`config.mk`:
```
export PLATFORM = sky130hd
export DESIGN_NAME = wait_arbiter
export DESIGN_NICKNAME = d
export VERILOG_FILES = /design/src/rtl/wait_arb_pkg.sv /design/src/rtl/wait_arb_timer.sv /design/src/rtl/wait_arbiter.sv
export SDC_FILE = /design/constraint.sdc
export NUM_CORES = 1
export LEC_CHECK = 0
export CAP_MARGIN = 10
export CORE_UTILIZATION = 43
export CTS_BUF_LIST = sky130_fd_sc_hd__clkbuf_16
export DETAILED_ROUTE_END_ITERATION = 8
export PLACE_DENSITY_LB_ADDON = 0.1
export REMOVE_ABC_BUFFERS = 1
export SYNTH_ARGS = -nofsm -noshare
export SYNTH_HDL_FRONTEND = slang
export SYNTH_SLANG_ARGS = --single-unit
```
`constraint.sdc`:
```
create_clock -name clk -period 3 [get_ports clk]
set_input_delay 0.75 -clock clk [delete_from_list [all_inputs] [get_ports clk]]
set_output_delay 0.75 -clock clk [all_outputs]
set_load 0.01 [all_outputs]
```
`src/rtl/wait_arb_pkg.sv`:
```
// -----------------------------------------------------------------------------
// wait_arb_pkg
// Shared definitions for the wait_arbiter codebase slice:
//   - arb_state_e : arbiter FSM states (IDLE, COUNT, DONE)
//   - CW_DEFAULT  : default width of a requester's cycle count
//   - MAX_REQ     : largest supported requester count
//   - rr_winner() : round-robin winner search starting at a pointer
// -----------------------------------------------------------------------------
package wait_arb_pkg;

  typedef enum logic [1:0] {
    IDLE  = 2'd0,
    COUNT = 2'd1,
    DONE  = 2'd2
  } arb_state_e;

  localparam int unsigned CW_DEFAULT = 32;
  localparam int unsigned MAX_REQ    = 16;

  // Search upward from ptr, wrapping at n_req; first asserted bit wins.
  // Returns 0 when nothing is requested (caller only uses it when |req).
  function automatic logic [3:0] rr_winner(input logic [MAX_REQ-1:0] req,
                                           input logic [3:0]         ptr,
                                           input int unsigned        n_req);
    logic [3:0]  win;
    logic        found;
    int unsigned idx;
    win   = 4'd0;
    found = 1'b0;
    for (int unsigned i = 0; i < MAX_REQ; i++) begin
      idx = (32'(ptr) + i) % n_req;
      if (!found && (i < n_req) && req[idx[3:0]]) begin
        win   = idx[3:0];
        found = 1'b1;
      end else begin
        win   = win;
        found = found;
      end
    end
    return win;
  endfunction

endpackage

```
`src/rtl/wait_arb_timer.sv`:
```
// -----------------------------------------------------------------------------
// wait_arb_timer
// Shared countdown timer. Loads a cycle count and decrements it once per clock
// until it reaches zero; it never wraps below zero.
// Ports:
//   clk      : clock
//   rst      : asynchronous active-low reset
//   load     : load load_val into the counter this edge
//   load_val : count to load (CW bits)
//   zero     : counter is zero
//   busy     : counter is non-zero (still counting)
// -----------------------------------------------------------------------------
module wait_arb_timer
  import wait_arb_pkg::*;
#(
  parameter int unsigned CW = CW_DEFAULT
) (
  input  logic          clk,
  input  logic          rst,
  input  logic          load,
  input  logic [CW-1:0] load_val,
  output logic          zero,
  output logic          busy
);

  logic [CW-1:0] cycles_left_r;

  // Countdown register: load has priority, otherwise saturating decrement.
  always_ff @(posedge clk or negedge rst) begin
    if (!rst) begin
      cycles_left_r <= '0;
    end else if (load) begin
      cycles_left_r <= load_val;
    end else if (cycles_left_r != '0) begin
      cycles_left_r <= cycles_left_r - {{(CW-1){1'b0}}, 1'b1};
    end else begin
      cycles_left_r <= cycles_left_r;
    end
  end

  assign zero = (cycles_left_r == '0);
  assign busy = (cycles_left_r != '0);

endmodule

```
`src/rtl/wait_arbiter.sv`:
```
// -----------------------------------------------------------------------------
// wait_arbiter
// Shares one countdown timer among N_REQ requesters. One requester is granted
// at a time, its cycle count is counted down, and a one-cycle ack is returned.
// Arbitration is round-robin by default; defining WAIT_ARB_FIXED_PRIO_EN
// selects fixed priority (lowest index wins) and removes the pointer register.
// Ports:
//   clk     : clock
//   rst     : asynchronous active-low reset
//   req     : per-requester level request, held until ack
//   cycles  : requester i count in bits [i*CW +: CW]
//   ack     : one-cycle completion pulse (one-hot or zero)
//   busy    : high while a request is served (COUNT or DONE)
//   gnt_idx : index of the current or last granted requester
// -----------------------------------------------------------------------------
module wait_arbiter
  import wait_arb_pkg::*;
#(
  parameter int unsigned N_REQ = 4,
  parameter int unsigned CW    = CW_DEFAULT
) (
  input  logic                     clk,
  input  logic                     rst,
  input  logic [N_REQ-1:0]         req,
  input  logic [N_REQ*CW-1:0]      cycles,
  output logic [N_REQ-1:0]         ack,
  output logic                     busy,
  output logic [$clog2(N_REQ)-1:0] gnt_idx
);

  localparam int unsigned IW = $clog2(N_REQ);
  localparam logic [N_REQ-1:0] ACK_ONE = {{(N_REQ-1){1'b0}}, 1'b1};

  arb_state_e         state_r, state_nxt_s;
  logic [N_REQ-1:0]   ack_r, ack_nxt_s;
  logic               busy_r, busy_nxt_s;
  logic [IW-1:0]      gnt_idx_r, gnt_nxt_s;
  logic [MAX_REQ-1:0] req_pad_s;
  logic [3:0]         win_full_s;
  logic [IW-1:0]      winner_s;
  logic [CW-1:0]      load_val_s;
  logic               load_s;
  logic               timer_zero_s;
  logic               timer_busy_s;

  assign req_pad_s = MAX_REQ'(req);
  assign winner_s  = IW'(win_full_s);

`ifdef WAIT_ARB_FIXED_PRIO_EN
  // Fixed priority is the round-robin search anchored permanently at 0.
  assign win_full_s = rr_winner(req_pad_s, 4'd0, N_REQ);
`else
  logic [IW-1:0] ptr_r, ptr_nxt_s;

  assign win_full_s = rr_winner(req_pad_s, 4'(ptr_r), N_REQ);

  // Round-robin pointer register.
  always_ff @(posedge clk or negedge rst) begin
    if (!rst) begin
      ptr_r <= '0;
    end else begin
      ptr_r <= ptr_nxt_s;
    end
  end

  // Pointer moves past the served requester only when its service finishes.
  always_comb begin
    ptr_nxt_s = ptr_r;
    if (state_r == DONE) begin
      if (gnt_idx_r == IW'(N_REQ - 1)) begin
        ptr_nxt_s = '0;
      end else begin
        ptr_nxt_s = gnt_idx_r + {{(IW-1){1'b0}}, 1'b1};
      end
    end else begin
      ptr_nxt_s = ptr_r;
    end
  end
`endif

  // Select the winner's cycle count for loading into the timer.
  always_comb begin
    load_val_s = '0;
    for (int unsigned i = 0; i < N_REQ; i++) begin
      if (winner_s == IW'(i)) begin
        load_val_s = cycles[i*CW +: CW];
      end else begin
        load_val_s = load_val_s;
      end
    end
  end

  wait_arb_timer #(
    .CW (CW)
  ) u_timer (
    .clk      (clk),
    .rst      (rst),
    .load     (load_s),
    .load_val (load_val_s),
    .zero     (timer_zero_s),
    .busy     (timer_busy_s)
  );

  // FSM state and registered outputs.
  always_ff @(posedge clk or negedge rst) begin
    if (!rst) begin
      state_r   <= IDLE;
      ack_r     <= '0;
      busy_r    <= 1'b0;
      gnt_idx_r <= '0;
    end else begin
      state_r   <= state_nxt_s;
      ack_r     <= ack_nxt_s;
      busy_r    <= busy_nxt_s;
      gnt_idx_r <= gnt_nxt_s;
    end
  end

  // Next-state and next-output logic.
  always_comb begin
    state_nxt_s = state_r;
    ack_nxt_s   = '0;
    busy_nxt_s  = busy_r;
    gnt_nxt_s   = gnt_idx_r;
    load_s      = 1'b0;
    case (state_r)
      IDLE: begin
        if (|req) begin
          load_s      = 1'b1;
          gnt_nxt_s   = winner_s;
          busy_nxt_s  = 1'b1;
          state_nxt_s = COUNT;
        end else begin
          state_nxt_s = IDLE;
        end
      end
      COUNT: begin
        if (timer_zero_s) begin
          ack_nxt_s   = ACK_ONE << gnt_idx_r;
          state_nxt_s = DONE;
        end else if (timer_busy_s) begin
          state_nxt_s = COUNT;
        end else begin
          // Unreachable (zero and busy are complementary): recover to IDLE.
          busy_nxt_s  = 1'b0;
          state_nxt_s = IDLE;
        end
      end
      DONE: begin
        busy_nxt_s  = 1'b0;
        state_nxt_s = IDLE;
      end
      default: begin
        busy_nxt_s  = 1'b0;
        state_nxt_s = IDLE;
      end
    endcase
  end

  assign ack     = ack_r;
  assign busy    = busy_r;
  assign gnt_idx = gnt_idx_r;

endmodule

```
==> Word-level counts from Yosys, hierarchy flattened <==
Cells that the tools add are included.
{ "op_classes": {"eq_ne": 9, "shifts": 1, "mux": 34, "n_addsub": 5, "n_reduce_logical": 14, "magnitude_cmp": 4} }
{ "ops": {"columns": ["op", "n"], "rows": [
  ["32-bit two-way mux", 6],
  ["32-bit zero test", 1],
  ["32-bit nonzero test", 1],
  ["32-bit by 1-bit subtractor with 32-bit output (second input constant)", 1],
  ["2-bit by 5-bit less-than comparator with 1-bit output (second input constant)", 4],
  ["1-bit two-way mux", 14],
  ["2-bit two-way mux", 6],
  ["1-bit binary-select mux with 2-bit select", 4],
  ["2-bit equality test (second input constant)", 4],
  ["4-bit two-way mux", 2],
  ["2-bit != test (second input constant)", 3],
  ["2-bit by 1-bit adder with 2-bit output (second input constant)", 2],
  ["2-bit adder (second input constant)", 2],
  ["2-bit by 1-bit equality test with 1-bit output (second input constant)", 2],
  ["2-bit zero test", 2],
  ["2-bit one-hot mux with 2 select lines", 1],
  ["4-bit OR reduction", 1],
  ["1-bit by 2-bit << shifter with 4-bit output (first input constant)", 1],
  ["1-bit logical AND", 3],
  ["1-bit zero test", 3],
  ["3-bit AND reduction", 1],
  ["1-bit one-hot mux with 2 select lines", 1],
  ["2-bit AND reduction", 1],
  ["2-bit nonzero test", 1]
]} }
{ "totals": {"register_bits": 43, "out_inout_bits": 7, "input_bits": 134} }

==> Logic depth before layout (Yosys ltp) <==
{ "depth": {"depth_word": 18, "ltp_mapped": 9, "depth_no_buf": 8} }

==> Modules after synthesis <==
Synthesis repeated with hierarchy kept, for this count alone.
{ "unflattened": {"cells_unflattened": 374, "hier_area_um2": 3619.7} }
{ "modules_own_cells": {"columns": ["module", "area_each_um2", "instances", "cells_per_inst"], "rows": [
  ["wait_arb_timer", 1988.2, 1, 216],
  ["wait_arbiter", 1631.6, 1, 158]
]} }

==> Worst setup path after synthesis <==
No wires, ideal clock.
{ "synth_timing": {"path_type": "input to register", "startpoint": "input port req[3]", "endpoint": "register u_timer.cycles_left_r[31]", "arrival_time_ps": 2397, "setup_slack_ps": 468, "path_buffers": 2, "cell_stages": 8, "path_cell_list": "mux2i_1 > o2bb2ai_1 > or2_2 > clkbuf_1 > clkbuf_1 > mux4_2 > nand2_1 > o21ai_0"} }
{ "synth_via": {"elab_chain_len": 18} }
{ "synth_lines": {"columns": ["item", "line_no", "rtl"], "rows": [
  ["start, declared", "wait_arbiter.sv:24", "input logic [N_REQ-1:0] req,"],
  ["1-bit binary-select mux with 2-bit select", "wait_arb_pkg.sv:32", "if (!found && (i < n_req) && req[idx[3:0]]) begin"],
  ["1-bit two-way mux (not written as such)", "wait_arb_pkg.sv:32", null],
  ["1-bit two-way mux", "wait_arb_pkg.sv:32", null],
  ["1-bit zero test", "wait_arb_pkg.sv:32", null],
  ["1-bit logical AND", "wait_arb_pkg.sv:32", null],
  ["1-bit two-way mux", "wait_arb_pkg.sv:32", null],
  ["1-bit zero test", "wait_arb_pkg.sv:32", null],
  ["1-bit logical AND", "wait_arb_pkg.sv:32", null],
  ["1-bit two-way mux", "wait_arb_pkg.sv:32", null],
  ["1-bit zero test", "wait_arb_pkg.sv:32", null],
  ["1-bit logical AND", "wait_arb_pkg.sv:32", null],
  ["2-bit two-way mux", "wait_arb_pkg.sv:32", null],
  ["2-bit zero test", "wait_arbiter.sv:85", "if (winner_s == IW'(i)) begin"],
  ["32-bit two-way mux (4 in a row)", "wait_arbiter.sv:85", null],
  ["32-bit two-way mux", "wait_arb_timer.sv:32", "end else if (load) begin"],
  ["end signal, assigned", "wait_arb_timer.sv:33", "cycles_left_r <= load_val;"],
  ["end signal, assigned", "wait_arb_timer.sv:35", "cycles_left_r <= cycles_left_r - {{(CW-1){1'b0}}, 1'b1};"],
  ["end signal, assigned", "wait_arb_timer.sv:37", "cycles_left_r <= cycles_left_r;"],
  ["end, declared", "wait_arb_timer.sv:26", "logic [CW-1:0] cycles_left_r;"]
]} }
Parallel ways exist; a longest one is shown, timed or not. The select of a mux whose other input is x is not followed.
A chain may end at the register's enable or synchronous reset.

==> Worst setup path in the final report <==
{ "layout_timing": {"startpoint": "register u_timer.cycles_left_r[28]", "endpoint": "register u_timer.cycles_left_r[6]"} }
{ "layout_via": {"elab_chain_len": 2} }
{ "layout_lines": {"columns": ["item", "line_no", "rtl"], "rows": [
  ["32-bit nonzero test", "wait_arb_timer.sv:34", "end else if (cycles_left_r != '0) begin"],
  ["2-bit nonzero test (no source line)", null, null]
]} }
Every way passes these cells.

==> run_results.csv <==
group,metric,value,unit
timing,worstMarginPinSlew,0.987,ns
synth,yosysWarnings,0,
synth,syn-instance-count,336,
detailed_routing,post_drt_wl_per_cell,15.6,um
detailed_routing,via_per_inst,5.44,
timing,slew_headroom,0.342,
worst_setup_path,crit_required,3.15,ns
cells_and_area,nets,620,
timing,rsz0062_at_grt,"false",
clock_network,path_clk_slew,0.06,ns
synth,syn-cell-area,3190,sq um
synth,ys_seq_elements,43,
synth,seq_area_frac_synth,0.337,
job,cap_violations,0,
clock_network,postCtsSetupRepairBufs,0,
cells_and_area,area_growth,54.3,%
timing,hold_violations,0,
floorplan,initial_utilization,0.443,
clock_network,ctsHoldBuffers,0,
cells_and_area,diodes,0,
worst_setup_path,cp-end-kind,"flip-flop",
floorplan,fp.dieW,88.2,um
detailed_routing,drt_iter0_markers,139,
power_and_ir_drop,irDropWorstVdd,0.251,mV
detailed_routing,antenna_left,0,
cells_and_area,stdcell_count,580,
synth,synth_edf_count,0,
detailed_routing,maxUsedRoutingLayer,"met4",
worst_setup_path,path_class,"flip-flop to flip-flop",
detailed_routing,met3_length,607,um
global_routing,grt_pass1_wl,14100,um
timing,slew_violations,0,
worst_setup_path,cpPeakStageDelay,0.55,ns
detailed_routing,met2_length,4510,um
cells_and_area,nFillCells,594,
synth,synthFlopType,"dfrtp_1",
clock_network,cts_tree,"built",
worst_setup_path,arrival,2.77,ns
detailed_routing,wl_met1,3830,um
placement,pre_cts_slack,0.115,ns
global_routing,grt_use_total,0.239,
clock_network,cts_buffers,5,
cells_and_area,drive_gt1_frac,0.0915,
synth,synth.distinct_cells,42,
power_and_ir_drop,leakage,1.89,nW
worst_setup_path,crit_path_max_fanout,10,
synth,yosys.area.top_type,"dfrtp_1",
global_routing,grt_start_max_net_pins,44,
timing,tns,0,ns
power_and_ir_drop,finalPower,2.03,mW
global_routing,overflow,0,
outcome,status,"complete, no violations",
detailed_routing,vias,3158,
clock_network,cts.sinks,43,
placement,dp_hpwl,7030,um
timing,setup_viol,0,
detailed_routing,dr.pass1.iters,4,
floorplan,core_area,7210,sq um
floorplan,die-area,7780,sq um
detailed_routing,drc_errors,0,
global_routing,antenna_found_initial,0,
clock_network,htreeDepth,2,
timing,clock_skew,0.00779,ns
worst_setup_path,r2r_cells,6,
timing,final.period_utilization,0.871,
power_and_ir_drop,powerDensity,412,nW/um^2
clock_network,clockBufferDepth,2,
timing,whs,0.519,ns
worst_setup_path,cp-start-kind,"flip-flop",
synth,async_flop_share,1.00,
placement,io_buffers,140,
synth,synth_top_area_share,0.337,
placement,gp_congestion,0.841,
floorplan,die_h,88.2,um
synth,synth.area.top_cells,"dfrtp_1, mux2i_1, xnor2_1, o22a_1, o21ai_0",
cells_and_area,final_cell_area,4930,sq um
hold_path,min_path_cells,1,
placement,place_inst,572,
worst_setup_path,cp_slowest_cell,"or4_4",
clock_network,cts-resized-gates,0,
clock_network,clock_latency,0.28,ns
detailed_routing,totalWireLength,9030,um
timing,min_period,2.61,ns
floorplan,io_pins,141,
global_routing,grt_pass1_vias,3009,
synth,syn_area_per_cell,9.51,sq um
clock_network,cts_root_buf,"clkbuf_16",
synth,ys_top_cells_by_count,"dfrtp_1, mux2i_1, nand2_1",
timing,fin_ws,0.388,ns
placement,dpl-instance-area,4780,sq um
synth,yosysMostFrequentCell,"dfrtp_1",
timing,max_freq,0.383,GHz
floorplan,rows,31,
hold_path,hold_class,"flip-flop to flip-flop",
cells_and_area,final_core_util,0.683,
worst_setup_path,cp_cell_sequence,"or4_4, or3_1, or4_4, nand2_4, a21oi_1, or3_1",
[sequential cells by signal (all words and copies together), names as in the netlist]
| signal | flops |
|---|---|
| ptr_r | 2 |
| busy | 1 |
| ack | 4 |
| state_r | 2 |
| gnt_idx | 2 |
| u_timer.cycles_left_r | 32 |
[worst max-delay path, delay by kind of cell (launching register included)]
kind               cells  cell delay [ns]
DFF                    1             0.40
and+or+nand+nor        5             2.03
AOI/OAI and AO/OA      1             0.05
[placed cells by master, fill, tap and decap left out, drive strengths merged, types with 4 or more instances in the layout]
cell type | synthesis | layout
dfrtp | 43 | 43
clkbuf | 13 | 5
o22a | 19 | 19
ha | 6 | 6
nor3 | 13 | 13
or3 | 10 | 10
mux2i | 41 | 41
buf | 4 | 15
clkdlybuf4s50 | 0 | 139
inv | 8 | 8
mux4 | 6 | 6
o21ai | 28 | 28
a21oi | 14 | 14
nand2 | 38 | 38
or4 | 4 | 4
o22ai | 4 | 4
nand2b | 4 | 4
mux2 | 5 | 5
xnor2 | 22 | 22
nor4 | 12 | 12
nor2 | 9 | 9
xor2 | 5 | 5
[cells by family after synthesis]
| logic type | share of synthesized area |
|---|---|
| adder cells (fa/ha/maj) | 0.0235 |
| XOR/XNOR | 0.0740 |
| multiplexers | 0.188 |
| flip-flops | 0.337 |
| AND/OR/NAND/NOR | 0.197 |
| AO/OA/AOI/OAI | 0.149 |
| buffers and inverters | 0.0309 |
[routing by layer]
| metal | vias to the layer above | global-route usage |
|---|---|---|
| li1 | 1535 | - |
| met4 | 0 | 0.0587 |
| met3 | 6 | 0.0386 |
| met2 | 114 | 0.420 |
| met5 | - | 0 |
| met1 | 1503 | 0.305 |
[final timing paths]
path	from	endpoint	slack [ns]
max reg2reg	u_timer.cycles_left_r[28]$_DFFE_PN0P_	u_timer.cycles_left_r[6]$_DFFE_PN0P_	0.39
max	u_timer.cycles_left_r[28]$_DFFE_PN0P_	u_timer.cycles_left_r[6]$_DFFE_PN0P_	0.39
min	state_r[1]$_DFF_PN0_	state_r[0]$_DFF_PN0_	0.52
max in group asynchronous	rst	u_timer.cycles_left_r[10]$_DFFE_PN0P_	1.76
min in group asynchronous	rst	ack[1]$_DFF_PN0_	0.63
min reg2reg	state_r[1]$_DFF_PN0_	state_r[0]$_DFF_PN0_	0.52
[power by group]
| group | internal [mW] | switching (mW) |
|---|---|---|
| clock network | 0.307 | 0.230 |
| registers | 0.704 | 0.146 |
| logic | 0.402 | 0.239 |
[area by class of cell]
cell class	count	area (sq um)	share of cell area
inverter	8	30.0	0.00609
clock buffer	5	125	0.0254
clock inverter	3	20.0	0.00406
multi-input combinational	268	2030	0.411
timing repair buffer	154	1530	0.310
tap	99	124	0.0251
sequential	43	1080	0.218
Note: power is estimated with default switching activity, not from simulation.
